$ cat config.mk
export PLATFORM = sky130hd
export DESIGN_NAME = addsub_arbiter
export DESIGN_NICKNAME = d
export VERILOG_FILES = /design/src/rtl/addsub_pkg.sv /design/src/rtl/add_sub_8bit.sv /design/src/rtl/addsub_arbiter.sv
export SDC_FILE = /design/constraint.sdc
export NUM_CORES = 1
export LEC_CHECK = 0
export BUFFER_PORTS_ARGS = -buffer_cell sky130_fd_sc_hd__buf_2
export CORE_UTILIZATION = 50
export CTS_BUF_LIST = sky130_fd_sc_hd__clkbuf_8
export DETAILED_ROUTE_END_ITERATION = 16
export HOLD_SLACK_MARGIN = 0.08
export MAX_ROUTING_LAYER = met4
export PLACE_DENSITY = 0.89
export SETUP_SLACK_MARGIN = 0.1
export SYNTH_ARGS = -nofsm -noshare
export SYNTH_HDL_FRONTEND = slang
export SYNTH_SLANG_ARGS = --single-unit
$ cat constraint.sdc
create_clock -name clk -period 5.5 [get_ports clk]
set_clock_uncertainty 0.2 [all_clocks]
set_input_delay 0.275 -clock clk [delete_from_list [all_inputs] [get_ports clk]]
set_output_delay 0.275 -clock clk [all_outputs]
set_load 0.1 [all_outputs]
$ cat src/rtl/addsub_pkg.sv
// Shared definitions for the add/sub arbiter slice: datapath width,
// arbiter FSM state type and requester-id type.
package addsub_pkg;

    localparam int DATA_W = 8;

    typedef enum logic [1:0] {
        IDLE = 2'd0,
        EXEC = 2'd1,
        RESP = 2'd2
    } state_t;

    // One bit selects between the two requesters.
    typedef logic req_id_t;

endpackage

$ cat src/rtl/add_sub_8bit.sv
// Shared 8-bit add/subtract datapath. Wraps modulo 2^8; no carry out.
module add_sub_8bit
    import addsub_pkg::*;
(
    input  logic [DATA_W-1:0] A,
    input  logic [DATA_W-1:0] B,
    input  logic              Subtract,
    output logic [DATA_W-1:0] Result
);

    assign Result = Subtract ? (A - B) : (A + B);

endmodule

$ cat src/rtl/addsub_arbiter.sv
// Two-requester arbiter in front of one shared add/sub datapath.
// IDLE accepts one operation, EXEC registers the datapath result,
// RESP holds it until the consumer takes it.
// Build option: define ADDSUB_ARB_RR_EN for round-robin contention
// handling; otherwise requester 0 has fixed priority.
module addsub_arbiter
    import addsub_pkg::*;
(
    input  logic              clk,
    input  logic              reset,
    input  logic              req0_valid,
    output logic              req0_ready,
    input  logic [DATA_W-1:0] req0_A,
    input  logic [DATA_W-1:0] req0_B,
    input  logic              req0_Subtract,
    input  logic              req1_valid,
    output logic              req1_ready,
    input  logic [DATA_W-1:0] req1_A,
    input  logic [DATA_W-1:0] req1_B,
    input  logic              req1_Subtract,
    output logic              resp_valid,
    input  logic              resp_ready,
    output req_id_t           resp_id,
    output logic [DATA_W-1:0] Result
);

    state_t            state;
    req_id_t           grant;
    req_id_t           id_q;
    logic [DATA_W-1:0] a_q;
    logic [DATA_W-1:0] b_q;
    logic              sub_q;
    logic [DATA_W-1:0] dp_result;
    logic              any_valid;

    assign any_valid = req0_valid | req1_valid;

`ifdef ADDSUB_ARB_RR_EN
    req_id_t last_grant;

    // Remember who won the most recent acceptance; reset favours requester 0.
    always_ff @(posedge clk) begin
        if (reset)
            last_grant <= 1'b1;
        else if (state == IDLE && any_valid)
            last_grant <= grant;
    end
`endif

    // Pick the winner among pending requesters.
    always_comb begin
        grant = 1'b0;
        if (req1_valid && !req0_valid)
            grant = 1'b1;
        else if (req0_valid && req1_valid) begin
`ifdef ADDSUB_ARB_RR_EN
            grant = ~last_grant;
`else
            grant = 1'b0;
`endif
        end
    end

    // Ready only for the winner, and only while waiting for work.
    assign req0_ready = (state == IDLE) && req0_valid && (grant == 1'b0);
    assign req1_ready = (state == IDLE) && req1_valid && (grant == 1'b1);

    add_sub_8bit u_add_sub (
        .A        (a_q),
        .B        (b_q),
        .Subtract (sub_q),
        .Result   (dp_result)
    );

    // Accept -> execute -> respond; reset drops any operation in flight.
    always_ff @(posedge clk) begin
        if (reset) begin
            state      <= IDLE;
            resp_valid <= 1'b0;
            resp_id    <= 1'b0;
            Result     <= '0;
            a_q        <= '0;
            b_q        <= '0;
            sub_q      <= 1'b0;
            id_q       <= 1'b0;
        end else begin
            case (state)
                IDLE: begin
                    if (any_valid) begin
                        a_q   <= grant ? req1_A : req0_A;
                        b_q   <= grant ? req1_B : req0_B;
                        sub_q <= grant ? req1_Subtract : req0_Subtract;
                        id_q  <= grant;
                        state <= EXEC;
                    end
                end
                EXEC: begin
                    Result     <= dp_result;
                    resp_id    <= id_q;
                    resp_valid <= 1'b1;
                    state      <= RESP;
                end
                RESP: begin
                    if (resp_ready) begin
                        resp_valid <= 1'b0;
                        state      <= IDLE;
                    end
                end
                default: state <= IDLE;
            endcase
        end
    end

endmodule

Yosys cells after proc, flatten, opt, wreduce, memory -nomap -nowiden
Index checks and enable logic that the tools add are counted.
{ "word_totals": {"register_bits": 30, "inputBits": 39, "output_inout_bits": 12} }
{ "op_classes": {"add_sub_neg": 2, "n_eq_ne": 4, "mux": 10, "bitwise_logic": 2, "n_reduce_logical": 11} }
{ "ops": {"columns": ["cell", "n"], "rows": [
  ["8-bit 2-to-1 mux", 3],
  ["8-bit adder", 1],
  ["8-bit subtractor", 1],
  ["2-bit case mux with 3 select lines", 1],
  ["2-bit AND reduction", 3],
  ["1-bit logical AND", 5],
  ["2-bit 2-to-1 mux", 2],
  ["2-bit != test (second input constant)", 2],
  ["1-bit 2-to-1 mux", 3],
  ["2-bit by 1-bit equality test with 1-bit output (second input constant)", 1],
  ["2-bit equality test (second input constant)", 1],
  ["2-bit logical NOT", 1],
  ["1-bit case mux with 2 select lines", 1],
  ["2-bit nonzero test", 1],
  ["1-bit logical NOT", 1],
  ["1-bit inverter", 1],
  ["1-bit bitwise OR", 1]
]} }

Depth between registers and ports, before layout
Gate-level depths: netlist of the first run.
{ "depth": {"depth_word": 5, "ltp_mapped": 10} }

Hierarchy
A second synthesis of the first run with hierarchy kept.
{ "unflattened": {"cells_unflattened": 220, "area_unflattened_um2": 1793.0} }
{ "modules_own_cells": {"columns": ["mod", "instances", "cells_per_inst", "area_per_inst_um2", "seq_area_each_um2"], "rows": [
  ["addsub_arbiter", 1, 159, 1326.3, 600.6],
  ["add_sub_8bit", 1, 61, 466.7, 0.0]
]} }

Least setup slack after synthesis of the first run
Ideal clock, no wire load.
{ "synth_path": {"path_kind": "reg-to-reg", "startpoint": "register b_q[0]", "endpoint": "register Result[7]", "arrival_time_ps": 2134, "t_required_ps": 5225, "setup_slack_ps": 3091, "stages_incl_launch_ff": 10, "synth_period_minus_slack_ps": 2409, "path_cell_list": "dfxtp_1 inv_1 ha_1 mux2i_1 ha_1 nor2b_1 o31ai_1 a31oi_1 or3_1 a31oi_1"} }
{ "synth_between": {"elab_chain_len": 2, "word_cells_on_any_way": 3, "cone_classes": "add/sub (2); mux (1)"} }
{ "synth_rtl": {"columns": ["item", "line_no", "rtl"], "rows": [
  ["start, declared", "addsub_arbiter.sv:31", "logic [DATA_W-1:0] b_q;"],
  ["start signal, assigned", "addsub_arbiter.sv:91", "b_q <= grant ? req1_B : req0_B;"],
  ["8-bit adder or 8-bit subtractor (tied branches)", "add_sub_8bit.sv:11", "assign Result = Subtract ? (A - B) : (A + B);"],
  ["8-bit 2-to-1 mux (*)", "add_sub_8bit.sv:11", null],
  ["end signal, assigned", "addsub_arbiter.sv:98", "Result <= dp_result;"],
  ["end, declared", "addsub_arbiter.sv:24", "output logic [DATA_W-1:0] Result"]
]} }
Every way passes the cells marked *; elsewhere a longest branch is shown, timed or not.
A chain may end at the register's enable or synchronous reset.

Worst setup path after layout of the first run
Same ends and word-level chain as after synthesis.

==> results_dict.tcl, run 1 <==
set metrics [dict create \
    wl_um 3280 \
    syn_area_per_cell_um2 8.70 \
    gp_congestion 0.832 \
    core_um2 3100 \
    synth_top_cell_by_area "dfxtp_1" \
    regToRegSetupSlack_ns 2.82 \
    final-setup-viol-count 0 \
    synth_nets 240 \
    cts_resized 0 \
    critPathKind "register to register" \
    seqCellArea_um2 601 \
    start_util_pct 53.8 \
    syn-instance-count 192 \
    synth_cell_types 33 \
    synth_top_area_share_pct 36.0 \
    async_flop_share_pct 0 \
    grt_overflow 0 \
    synth_edf_count 0 \
    stdcell_area_um2 2040 \
    drt_iter0_markers 38 \
    ys_ff_latch 30 \
    ys_warn_count 0 \
    synthTopCellsByArea "dfxtp_1 (36%), mux2i_1 (11%), a211oi_1 (8.5%)" \
    die_area_um2 3580 \
    grt_max_degree 36 \
    fin_crit_sh_pct 48.8 \
    vdd_drop_max_mv 0.198 \
    cpMaxStageDelayCell "dfxtp_1" \
    io_pins 51 \
    diodes 0 \
    grt_pass1_vias 1317 \
    fin_ws_ns 2.82 \
    drc 0 \
    grt_use_total_pct 22.0 \
    clock_latency_ns 0.29 \
    power_density_nw_per_um2 390 \
    die_w_um 59.8 \
    relSlewSlack_pct 29.7 \
    finalSetupTns_ns 0 \
    die_h_um 59.8 \
    cts.sinks 30 \
    vias_per_cell 5.16 \
    grt_pass1_wl_um 5480 \
    hp-class "primary input to register" \
    hpwl_um 2520 \
    cp.arrival_ns 2.70 \
    yosysSeqAreaShare_pct 36.0 \
    end_kind "register" \
    synthFlopType "dfxtp_1" \
    h-tree-depth 2 \
    placed_area_um2 1920 \
    drive_above_1_share_pct 26.8 \
    cts-root-buf "clkbuf_8" \
    cts.path.max_buffers 2 \
    numCtsBuffers 5 \
    worst_setup_path_start_kind "register" \
    hold_slack_ns 0.115 \
    syn_to_final_growth_pct 22.3 \
    path_max_fanout 4 \
    crit_chain "inv_1 -> ha_1 -> mux2i_1 -> ha_1 -> nor2b_1 -> o31ai_1 -> a31oi_1 -> or3_1 -> a31oi_1" \
    cp_top_family "compound AO/OA/AOI/OAI gates" \
    num_vias 1461 \
    drt_pass1_iterations 4 \
    slowest_delay_ns 0.40 \
    hold_viol 0 \
    timing.fmax_mhz 373 \
    wl_per_cell_um 11.6 \
    multi_input_area_um2 980 \
    min_period_ns 2.68 \
    tightest_slew_ns 1.05 \
    cp_num_buf_inv 1 \
    synthMostInstantiatedCell "dfxtp_1" \
    nNetsFinal 286 \
    ys_top_cells_by_count "dfxtp_1 (30), nor2_1 (24), a211oi_1 (19), mux2i_1 (19), nand2_1 (13)" \
    cts_tree "yes" \
    post-place-ws_ns 2.81 \
    finalPower_mw 0.797 \
    fillers 290 \
    drt.antenna.violating_nets 0 \
    synth.cell_area_um2 1670 \
    clk_pin_slew_ns 0.06 \
    rows 20 \
    slew_violations 0 \
    critPathRequiredTime_ns 5.52 \
    grt_setup_unrepaired "no" \
    maxCapViolCount 0 \
    antenna_found_initial 0 \
    outcome "finished clean" \
    p_leak_nw 0.898 \
    io_buffers 50 \
]
[metrics by stage]
step                      util [%]  instances
final                         65.8        283
after detailed placement      62.0        274
after CTS                     65.8        283
after global placement        62.0        274
after global routing          65.8        283
after floorplan                  -        192
[cell type report]
type                            instances  area share, %
Clock buffer                            8           5.39
Tap cell                               44           2.69
Inverter                               10           1.84
Multi-Input combinational cell        140           47.9
Sequential cell                        30           29.4
Timing Repair Buffer                   51           12.7
[path summary, 6_finish.rpt]
kind / cells past startpoint / endpoint / startpoint
max: 9 / Result[7] / b_q[0]
min: 3 / a_q[4] / req0_A[4]
max reg2reg: 9 / Result[7] / b_q[0]
min reg2reg: 2 / Result[5] / Result[5]
[report_power, final]
group	switching, mW	internal, mW	total, mW
Clock	0.0834	0.126	0.210
Sequential	0.0232	0.245	0.269
Combinational	0.203	0.115	0.318
Total	0.310	0.487	0.797
[timing repair]
action | in CTS | in global routing
endpoints found under the hold margin | 1 | 0
setup buffers | 0 | 0
hold buffers | 1 | 0
[sequential cells by signal, indices dropped and copies added, names as in the netlist]
| register | count |
|---|---|
| Result | 8 |
| a_q | 8 |
| b_q | 8 |
| id_q | 1 |
| resp_id | 1 |
| resp_valid | 1 |
| state | 2 |
| sub_q | 1 |
[logic make-up after synthesis]
kind of cell | count (synthesis) | synth area share, %
AND/OR/NAND/NOR | 55 | 15.8
AO/OA/AOI/OAI | 48 | 19.0
flip-flops | 30 | 36.0
buffers and inverters | 22 | 5.54
multiplexers | 19 | 11.4
XOR/XNOR | 9 | 5.17
adder cells (fa/ha/maj) | 9 | 7.19
[cell usage in the layout (no fill, tap or decap), types with 5 or more instances in the layout]
cell type | synthesis | layout
nand2_1 | 13 | 13
clkbuf_8 | 0 | 8
a31oi_1 | 5 | 5
xnor2_1 | 8 | 8
ha_1 | 8 | 8
buf_2 | 5 | 50
nor2_1 | 24 | 24
o21ai_0 | 5 | 5
mux2i_1 | 19 | 19
dfxtp_1 | 30 | 30
a21oi_1 | 12 | 12
inv_1 | 10 | 10
a211oi_1 | 19 | 19
[layer usage]
layer	share of wire (%)	vias to the layer above	track usage (%)
met5	0	-	-
met4	1.2	0	12.0
met3	5.1	3	6.49
met2	50	41	39.4
met1	44	651	21.1
li1	-	766	-
[worst register-to-register path, stage by stage, from the launching register on]
cell and delay (ns):
dfxtp_1 0.40, inv_1 0.06, ha_1 0.29, mux2i_1 0.25
ha_1 0.28, nor2b_1 0.14, o31ai_1 0.34, a31oi_1 0.15
or3_1 0.32, a31oi_1 0.17
No activity file was read; power rests on OpenSTA's default activity.
==> run 2: changes to the inputs <==
ABC_AREA = 1   (was unset)
PLACE_DENSITY = 0.88   (was 0.89)
clock period = 2.75 ns   (was 5.5 ns; I/O delays follow)
==> results_dict.tcl, run 2 <==
set metrics [dict create \
    outcome "finished clean" \
    p_sw_share_pct 41.9 \
    syn_to_final_growth_pct 40.9 \
    rows 21 \
    ys_warn_count 0 \
    holdCritStartpoint "req1_valid" \
    path_max_fanout 6 \
    grt_pass1_vias 1929 \
    clk_pin_slew_ns 0.06 \
    reg_top3 "Result x8, a_q x8, b_q x8" \
    r2r_end "Result[6]" \
    drt_pass1_iterations 4 \
    synthTopCellsByArea "dfxtp_1 (34%), nand2_1 (9.6%), nand3_1 (7.7%)" \
    die_h_um 61.3 \
    stdcell_count 381 \
    clock_latency_ns 0.28 \
    dp_cells 335 \
    seqCellArea_um2 601 \
    hpwl_um 2800 \
    met2_usage_pct 49.2 \
    worstRegToRegCells 14 \
    use_met1_pct 36.6 \
    crit_chain "inv_1 -> ha_1 -> inv_1 -> nor2_2 -> a21oi_2 -> xor2_1 -> inv_1 -> ha_2 -> nand2_1 -> or2_4 -> nand4_1 -> nand3_1 -> nand2_1 -> inv_1" \
    numCtsBuffers 5 \
    syn-instance-count 250 \
    cts.path.max_buffers 2 \
    post-place-ws_ns 0.320 \
    ys_ff_latch 30 \
    yosysSeqAreaShare_pct 34.2 \
    multi_input_area_um2 972 \
    min_period_ns 2.46 \
    num_vias 2049 \
    synthMostInstantiatedCell "nand2_1" \
    worst_setup_path_start_kind "register" \
    synth_nets 298 \
    grt_max_degree 35 \
    end_kind "register" \
    hold_end "id_q" \
    drive_above_1_share_pct 21.5 \
    power_density_nw_per_um2 671 \
    cts.sinks 30 \
    slew_violations 0 \
    regToRegSetupSlack_ns 0.29 \
    core_um2 3360 \
    synth.cell_area_um2 1760 \
    diodes 0 \
    gr-max-usage-layer "met2" \
    synth_top_cell_by_area "dfxtp_1" \
    h-tree-depth 2 \
    drc 0 \
    seq_power_share_pct 32.0 \
    hold_depth 3 \
    p_sw_mw 0.696 \
    maxCapViolCount 0 \
    relSlewSlack_pct 61.8 \
    reg2reg_from "b_q[0]" \
    drt_iter0_markers 108 \
    slowest_delay_ns 0.39 \
    cp.arrival_ns 2.45 \
    fillers 255 \
    final_common_cell "buf_2" \
    cts_tree "yes" \
    power_frac_comb_pct 46.1 \
    die_area_um2 3760 \
    grt_setup_unrepaired "yes" \
    tightest_slew_ns 0.573 \
    async_flop_share_pct 0 \
    cpMaxStageDelayCell "ha_2" \
    final-setup-viol-count 0 \
    final_cell_mix "buf_2 (50), nand2_1 (45), dlygate4sd3_1 (38), dfxtp_1 (30), inv_1 (30)" \
    vias_per_cell 5.38 \
    drt.antenna.violating_nets 0 \
    synth_edf_count 0 \
    finalSetupTns_ns 0 \
    hp-class "primary input to register" \
    antenna_found_initial 0 \
    gp_congestion 0.819 \
    ys_top_cells_by_count "nand2_1 (45), dfxtp_1 (30), inv_1 (29)" \
    fin_crit_sh_pct 89.5 \
    grt_use_total_pct 30.8 \
    die_w_um 61.3 \
    p_leak_nw 1.26 \
    wl_per_cell_um 13.1 \
    io_pins 51 \
    grt_pass1_wl_um 8160 \
    grtUsageMet3_pct 5.88 \
    start_util_pct 52.3 \
    internal_power_mw 0.965 \
    nNetsFinal 382 \
    io_buffers 50 \
    timing.fmax_mhz 406 \
    fin_ws_ns 0.289 \
    syn_area_per_cell_um2 7.03 \
    grt_overflow 0 \
    critPathKind "register to register" \
    vdd_drop_max_mv 0.379 \
    cts-root-buf "clkbuf_8" \
    hold_viol 0 \
    synthFlopType "dfxtp_1" \
    synth_cell_types 30 \
    post-cts-setup-buffer-count 0 \
    wl_um 5010 \
    power.share.clock_pct 21.9 \
    synth_top_area_share_pct 34.2 \
    timing.critical_path.mode_cell "inv_1" \
    critPathRequiredTime_ns 2.74 \
]
==> run 2: cell types whose count changed after synthesis, sizes merged, moves of 18 or more <==
cell | previous run | this run
a211oi | 19 | 1
inv | 10 | 32
mux2i | 19 | 0
nand2 | 13 | 47
nand3 | 0 | 28
o21ai | 6 | 25
==> run 2: cell families after synthesis <==
kind of cell    after synthesis  synth area share (%)
compound gates               56                  18.0
xor+xnor                      7                  3.49
fa+ha+maj                     9                  6.83
buf+inv                      44                  11.7
flops                        30                  34.2
simple gates                104                  25.8
==> run 2: area by class of cell <==
type | count | share of cell area, %
multi-input combinational | 176 | 39.2
inverter | 33 | 5.05
sequential | 30 | 24.2
timing repair buffer | 88 | 25.5
clock buffer | 6 | 3.33
clock inverter | 2 | 0.354
tap | 46 | 2.32
==> run 2: worst max path at each step <==
stage	slack, ns	endpoint	cells past startpoint	start
4_1_cts	0.31	Result[6]	14	b_q[0]
6_report	0.29	Result[6]	14	b_q[0]
3_5_place_dp	0.32	Result[6]	14	b_q[0]
5_1_grt	0.09	Result[7]	17	b_q[1]
2_1_floorplan	0.48	id_q	4	state[0]
3_3_place_gp	0.40	Result[6]	14	b_q[0]
==> run 2: worst max-delay path: cells and delay by family (launching register included) <==
kind / cells / cell delay [ns]
AO/OA/AOI/OAI: 1 / 0.16
XOR/XNOR: 1 / 0.17
adder cells (fa/ha/maj): 2 / 0.57
buffers and inverters: 4 / 0.24
flip-flops: 1 / 0.36
AND/OR/NAND/NOR: 6 / 0.66
==> run 2: power by group through the flow <==
stage          Clock [mW]  Sequential (mW)  Combinational (mW)
4_1_cts             0.364            0.528               0.730
3_5_place_dp            0            0.538               0.663
3_3_place_gp            0            0.534               0.647
2_1_floorplan           0            0.664               0.424
6_report            0.364            0.531               0.766
5_1_grt             0.384            0.538               0.851
==> run 2: per-stage QoR <==
step	utilization, %	cell area, um2	hold slack (ns)	power (mW)
3_3_place_gp	59.0	1980	0.136	1.18
6_report	73.7	2480	0.172	1.66
3_5_place_dp	59.0	1980	0.137	1.20
2_1_floorplan	-	1760	0.0321	1.09
4_1_cts	73.0	2460	0.151	1.62
5_1_grt	73.7	2480	0.226	1.77
==> run 2: metal layers <==
layer | up-vias | part of all wire (%)
met5 | - | 0
met4 | 0 | 2.9
met3 | 19 | 5.8
met2 | 86 | 49
met1 | 941 | 43
li1 | 1003 | -
==> run 2: repair_timing <==
action,in CTS,in global routing
setup endpoints to repair,0,2
hold buffers,38,0
hold endpoints to repair,25,0
gates resized for setup,0,4
==> run 3: changes to the inputs <==
==> constraint.sdc (replaced) <==
create_clock -name clk -period 2.75 [get_ports clk]
set_clock_uncertainty 0.2 [all_clocks]
set_input_delay 0.55 -clock clk [delete_from_list [all_inputs] [get_ports clk]]
set_output_delay 0.55 -clock clk [all_outputs]
set_load 0.1 [all_outputs]
==> results_dict.tcl, run 3 (same netlist as run 2, synthesis figures left out) <==
set metrics [dict create \
    outcome "finished clean" \
    drive_above_1_share_pct 24.8 \
    grt_setup_unrepaired "no" \
    fillers 335 \
    power_density_nw_per_um2 746 \
    stdcell_count 344 \
    drc 0 \
    h-tree-depth 2 \
    final_cell_mix "buf_2 (49), nand2_1 (45), inv_1 (30), dfxtp_1 (29), nand3_1 (27)" \
    drt_pass1_iterations 4 \
    numCtsBuffers 5 \
    clk_pin_slew_ns 0.06 \
    cp.arrival_ns 2.36 \
    utilization_pct 63.0 \
    die_w_um 61.3 \
    slowest_delay_ns 0.37 \
    vdd_drop_max_mv 0.373 \
    io_buffers 50 \
    cts.sinks 30 \
    end_kind "register" \
    critPathRequiredTime_ns 2.74 \
    cts_tree "yes" \
    post-cts-setup-buffer-count 0 \
    relSlewSlack_pct 63.8 \
    gp_congestion 0.844 \
    drt_iter0_markers 67 \
    cts.path.max_buffers 2 \
    hp-class "primary input to register" \
    wl_um 3880 \
    cts_resized 0 \
    nNetsFinal 345 \
    timing.critical_path.mode_cell "inv_1" \
    core_um2 3360 \
    final-setup-viol-count 0 \
    fin_crit_sh_pct 86.4 \
    diodes 0 \
    finalSetupTns_ns 0 \
    wl_per_cell_um 11.3 \
    clock_latency_ns 0.29 \
    placed_area_um2 2010 \
    fin_ws_ns 0.375 \
    grt_overflow 0 \
    critPathKind "register to register" \
    syn_to_final_growth_pct 20.6 \
    grt_pass1_wl_um 6320 \
    grt_pass1_vias 1425 \
    cts_hold_buffers 0 \
    grt_use_total_pct 23.7 \
    crit_chain "inv_1 -> ha_1 -> inv_1 -> nor2_2 -> a21oi_1 -> xor2_1 -> inv_1 -> ha_1 -> nand2_1 -> or2_4 -> nand4_1 -> nand3_1 -> nand2_1 -> inv_1" \
    tightest_slew_ns 0.542 \
    slew_violations 0 \
    rows 21 \
    final_common_cell "buf_2" \
    reg_top3 "Result x8, a_q x8, b_q x8" \
    worst_setup_path_start_kind "register" \
    min_period_ns 2.38 \
    maxCapViolCount 0 \
    start_util_pct 52.3 \
    finalPower_mw 1.58 \
    cpMaxStageDelayCell "ha_1" \
    io_pins 51 \
    dp_cells 336 \
    hold_depth 2 \
    die_area_um2 3760 \
    timing.fmax_mhz 421 \
    vias_per_cell 5.15 \
    hold_slack_ns 0.246 \
    worstRegToRegCells 14 \
    hold_viol 0 \
    p_leak_nw 1.09 \
    die_h_um 61.3 \
    stdcell_area_um2 2120 \
    cts-root-buf "clkbuf_8" \
    antenna_found_initial 0 \
    grt_max_degree 35 \
    hpwl_um 2830 \
    drt.antenna.violating_nets 0 \
    num_vias 1770 \
    path_max_fanout 6 \
    post-place-ws_ns 0.386 \
]
==> run 3: changes by cell type in the layout (fill, tap and decap cells not counted), sizes merged <==
cell	delta
buf	+1
dlygate4sd3	-38
==> run 3: path summary, 6_finish.rpt <==
| path | startpoint | end | slack [ns] |
|---|---|---|---|
| hold / removal | resp_ready | resp_valid | 0.25 |
| setup reg to reg | b_q[0] | Result[6] | 0.37 |
| setup / recovery | b_q[0] | Result[6] | 0.37 |
| hold reg to reg | resp_id | resp_id | 0.28 |
==> run 3: critical path, delay by kind of cell (launching register included) <==
family                     cells  cell delay [ns]
and+or+nand+nor                6             0.60
adders and majority gates      2             0.55
DFF                            1             0.34
buffers and inverters          4             0.23
xor gates and xnor gates       1             0.18
AOI/OAI and AO/OA              1             0.16
==> run 3: power by group <==
| part | switching (mW) | internal, mW |
|---|---|---|
| Clock | 0.165 | 0.198 |
| Sequential | 0.0406 | 0.489 |
| Combinational | 0.464 | 0.225 |
| Total | 0.670 | 0.912 |
==> run 3: area by class of cell <==
class	instances	area [um2]	area share, %
multi-input combinational	176	971	45.8
sequential	30	602	28.4
timing repair buffer	51	273	12.9
inverter	33	125	5.90
clock buffer	6	82.6	3.90
tap	46	57.6	2.72
clock inverter	2	8.76	0.413
==> run 3: routing by layer <==
layer  global-route usage, %  share of wire (%)
met4                    8.44                1.7
met1                    31.6                 47
met3                    6.51                4.8
met5                       -                  0
met2                    34.3                 47
